<file path="src/rtl/shift_tx.sv">
// Parallel-in/serial-out transmitter: captures a W-bit word on a valid/ready
// handshake and drives it one bit per clock, with an optional idle gap between words.
module shift_tx #(
  parameter int W         = 4,
  parameter bit MSB_FIRST = 1'b1,
  parameter int GAP       = 0
) (
  input  logic         ck,
  input  logic         res,
  input  logic [W-1:0] din,
  input  logic         load,
  output logic         ready,
  output logic         d_out,
  output logic         frame,
  output logic         done
);
  localparam int         BW       = $clog2(W);
  localparam bit         HAS_GAP  = (GAP > 0);
  localparam logic [3:0] GAP_LAST = HAS_GAP ? 4'(GAP - 1) : 4'd0;
  localparam logic [BW-1:0] BIT_LAST = BW'(W - 1);

  typedef enum logic [1:0] {ST_IDLE, ST_SHIFT, ST_GAP} state_t;

  state_t        r_state, w_state_nx;
  logic [W-1:0]  r_sr, w_sr_nx;
  logic [BW-1:0] r_bcnt, w_bcnt_nx;
  logic [3:0]    r_gcnt, w_gcnt_nx;
  logic          w_last, w_head;
  logic [W-1:0]  w_sr_adv;

  assign w_last   = (r_state == ST_SHIFT) && (r_bcnt == BIT_LAST);
  assign w_head   = MSB_FIRST ? r_sr[W-1] : r_sr[0];
  assign w_sr_adv = MSB_FIRST ? {r_sr[W-2:0], 1'b0} : {1'b0, r_sr[W-1:1]};

  // ready is held low while reset is asserted, even though the state already reads IDLE
  assign ready = res && ((r_state == ST_IDLE) || (w_last && !HAS_GAP));
  assign frame = (r_state == ST_SHIFT);
  assign d_out = frame && w_head;
  assign done  = w_last;

  always_comb begin
    w_state_nx = r_state;
    w_sr_nx    = r_sr;
    w_bcnt_nx  = r_bcnt;
    w_gcnt_nx  = r_gcnt;
    unique case (r_state)
      ST_IDLE: begin
        if (load) begin
          w_sr_nx    = din;
          w_bcnt_nx  = '0;
          w_state_nx = ST_SHIFT;
        end
      end
      ST_SHIFT: begin
        if (w_last) begin
          if (HAS_GAP) begin
            w_gcnt_nx  = '0;
            w_state_nx = ST_GAP;
          end else if (load) begin
            // back-to-back: next word's bit 0 follows with no bubble
            w_sr_nx   = din;
            w_bcnt_nx = '0;
          end else begin
            w_state_nx = ST_IDLE;
          end
        end else begin
          w_sr_nx   = w_sr_adv;
          w_bcnt_nx = r_bcnt + 1'b1;
        end
      end
      ST_GAP: begin
        if (r_gcnt == GAP_LAST) w_state_nx = ST_IDLE;
        else                    w_gcnt_nx  = r_gcnt + 1'b1;
      end
      default: w_state_nx = ST_IDLE;
    endcase
  end

  always_ff @(posedge ck or negedge res) begin
    if (!res) begin
      r_state <= ST_IDLE;
      r_sr    <= '0;
      r_bcnt  <= '0;
      r_gcnt  <= '0;
    end else begin
      r_state <= w_state_nx;
      r_sr    <= w_sr_nx;
      r_bcnt  <= w_bcnt_nx;
      r_gcnt  <= w_gcnt_nx;
    end
  end
endmodule

</file>
<file path="config.mk">
export PLATFORM = sky130hd
export DESIGN_NAME = shift_tx
export DESIGN_NICKNAME = d
export VERILOG_FILES = /design/src/rtl/shift_tx.sv
export SDC_FILE = /design/constraint.sdc
export NUM_CORES = 1
export LEC_CHECK = 0
export CORE_MARGIN = 5
export CORE_UTILIZATION = 25
export CTS_BUF_LIST = sky130_fd_sc_hd__clkbuf_8
export DETAILED_ROUTE_END_ITERATION = 8
export PLACE_DENSITY = 0.49
export SLEW_MARGIN = 30
export SYNTH_ARGS = -nofsm -noshare
export SYNTH_HDL_FRONTEND = slang
export SYNTH_SLANG_ARGS = --single-unit
</file>
<file path="constraint.sdc">
create_clock -name ck -period 1.6 [get_ports ck]
set_input_delay 0.4 -clock ck [delete_from_list [all_inputs] [get_ports ck]]
set_output_delay 0.4 -clock ck [all_outputs]
set_load 0.005 [all_outputs]
</file>
==> run metrics <==
total clock buffers created by CTS=3; Hold Buf Count CTS=0; drt initial violations=1; share of the synthesized area in the top cell type=45.6%; Worst-Margin Slew=0.329 ns; routing usage on met2=7.94%; RD Place Congestion=between 0.6 and 0.7; Initial Utilization=25.8%; CTS root buf=clkbuf_8; register area share after synthesis=between 40% and 50%; clock slew seen by the registers of the worst setup and hold paths=0.04 ns; R2R cell count=4; Die W=49.2 um; wire per inst=11.8 um; Tmin final=1.56 ns; Worst path max stage delay=0.38 ns; die height=49.2 um; diodes inserted=0; Hold Crit Class=input port to asynchronous set/reset pin; global-route wire length before repair=1.15 mm; I/O Pins=11; Synth warnings=0; Final ANT Viol Nets=0; layout cells sized above 1=between 50 and 60%; Clock Latency Late Sink=0.22 ns; GRT busiest layer=met1; Synth top cells by count=dfrtp_1, mux2_4, and2_1; synthesized area=384 um^2; Cell variety after synth=11; Crit-path slowest cell=dfrtp_1; area of the die=~2400 um^2; row count=14; max-cap violations=0; Mean Syn Cell Area=approximately 14 um^2; Final #Nets=52; Post-route DRC=0; final setup violating endpoints=0; HPWL after DPL=501 um; largest net degree at the start of global routing=8; Mapped Nets=35; CP max FO=2; Req. time, crit path=1.20 ns; Post-synth top flop=dfrtp_1; final WL=699 um; Worst slew margin=78.0%; antenna violations before repair=0; EDFF count, synth=0; gr usage total=6.52%; pwr dens=1750 nW/um^2; Worst Path Buf+Inv=1; vias in the first global route=around 260; worst vdd ir=0.615 mV; worst hold slack=0.499 ns; unrepaired setup endpoints after global routing=no; clk_skew=0.000574 ns; outcome=finished, final reports clean; DRT Pass-1 Iters=2; Synth area leaders=dfrtp_1, mux2_4, and2_1, mux2_2, nand2b_2; highest clock rate=between 600 and 700 MHz; Vias=between 200 and 300; final hold violation count=0; synthesized flop and latch total=7; Overflow after GRT=0; core footprint=1490 um^2; PortBufs=10; area leader, netlist=dfrtp_1; critical path class=flip-flop to output pin; Slew Viols, Final=0; Crit path depth=4; share of synthesized registers carrying an async set or reset=100%; Via density=4.29; Setup crit start kind=flip-flop; CTS Buffer Depth=2; Arr. time, crit path=1.16 ns; clk sink count=7; cell count after synthesis=27; GRT met3 Usage=2.75%; crit-path cells=ha_2 > nand2b_4 > and2_4 > buf_6; top-count cell post-synth=dfrtp_1; crit share post-route=97.3%; CTS H-tree depth=1; Top delay family on crit path=flip-flops; area grow syn2layout=49.8%; Setup crit end kind=output pin; CTS tree=yes; Leak=0.275 nW; setup tns final=0 ns; met1 usage=8.02%
## worst reg2reg max path: cells and delay by family (launching register included)
family	cells	cell delay, ns
DFF	1	0.38
and+or+nand+nor	1	0.13
buffers and inverters	1	0.17
muxes	1	0.30
adders and majority gates	1	0.18
## repair_timing
action | 4_1_cts | 5_1_grt
resized for setup | 8 | 3
setup buffers | 0 | 1
setup endpoints to repair | 3 | 2
pin swaps | 2 | 1
## per-stage QoR
stage | util (%) | cells | area, um^2 | power, mW | worst slack, ns
5_1_grt | 38.7 | 59 | 576 | 1.07 | 0.00344
3_5_place_dp | 34.3 | 54 | 510 | 0.732 | -0.303
2_1_floorplan | - | 27 | 384 | 0.569 | 0.158
3_3_place_gp | 34.3 | 54 | 510 | 0.718 | -0.304
6_report | 38.7 | 59 | 576 | 1.01 | 0.0430
4_1_cts | 37.5 | 58 | 558 | 0.981 | 0.0114
## final cells by class
cell class / instances / area, um^2
flip-flops and latches: 7 / 175
repair buffers: 14 / 130
well taps: 16 / 20.0
clock inverters: 1 / 3.75
fillers: 140 / 913
clock buffers: 3 / 41.3
multi-input cells: 18 / 205
## flip-flops by register name, indices dropped and copies added (netlist names)
signal   cells
r_sr         4
r_bcnt       2
r_state      1
## logic make-up (layout without fill, tap and decap cells)
family                     count (synthesis)  after routing  share of synthesized area, %
muxes                                      9              9                          31.9
DFF                                        7              7                          45.6
buffers and inverters                      2             18                          4.23
and+or+nand+nor                            8              8                          15.0
adders and majority gates                  1              1                          3.26
## final timing paths
kind / end / from / slack, ns
max: ready / r_bcnt[0] / 0.04
min: r_bcnt[1] / res / 0.50
max reg2reg: r_sr[1] / r_bcnt[0] / 0.31
min reg2reg: r_sr[3] / r_sr[2] / 0.51
max in group asynchronous: r_sr[1] / res / 0.98
min in group ck: r_sr[3] / r_sr[2] / 0.51
## metal layers
layer	share of wire, %	routed length, um
met1	49	340
met2	43	301
met3	7.4	52
met4	0.86	6
met5	0	0
## power by group
group	total, mW	internal, mW	switching, mW	leakage (nW)
clock network	0.239	0.166	0.0738	0.0269
logic	0.469	0.319	0.150	0.161
registers	0.298	0.253	0.0446	0.0864
total	1.01	0.738	0.269	0.275
## layout by cell type, fill, tap and decap left out, drive strengths merged
| cell | count |
|---|---|
| clkbuf | 3 |
| clkdlybuf4s15 | 1 |
| ha | 1 |
| mux2 | 8 |
| clkdlybuf4s50 | 7 |
| and2b | 1 |
| inv | 1 |
| dlygate4sd2 | 1 |
| buf | 5 |
| nand2b | 3 |
| mux2i | 1 |
| and2 | 4 |
| dfrtp | 7 |
(Power assumes the default switching activity.)
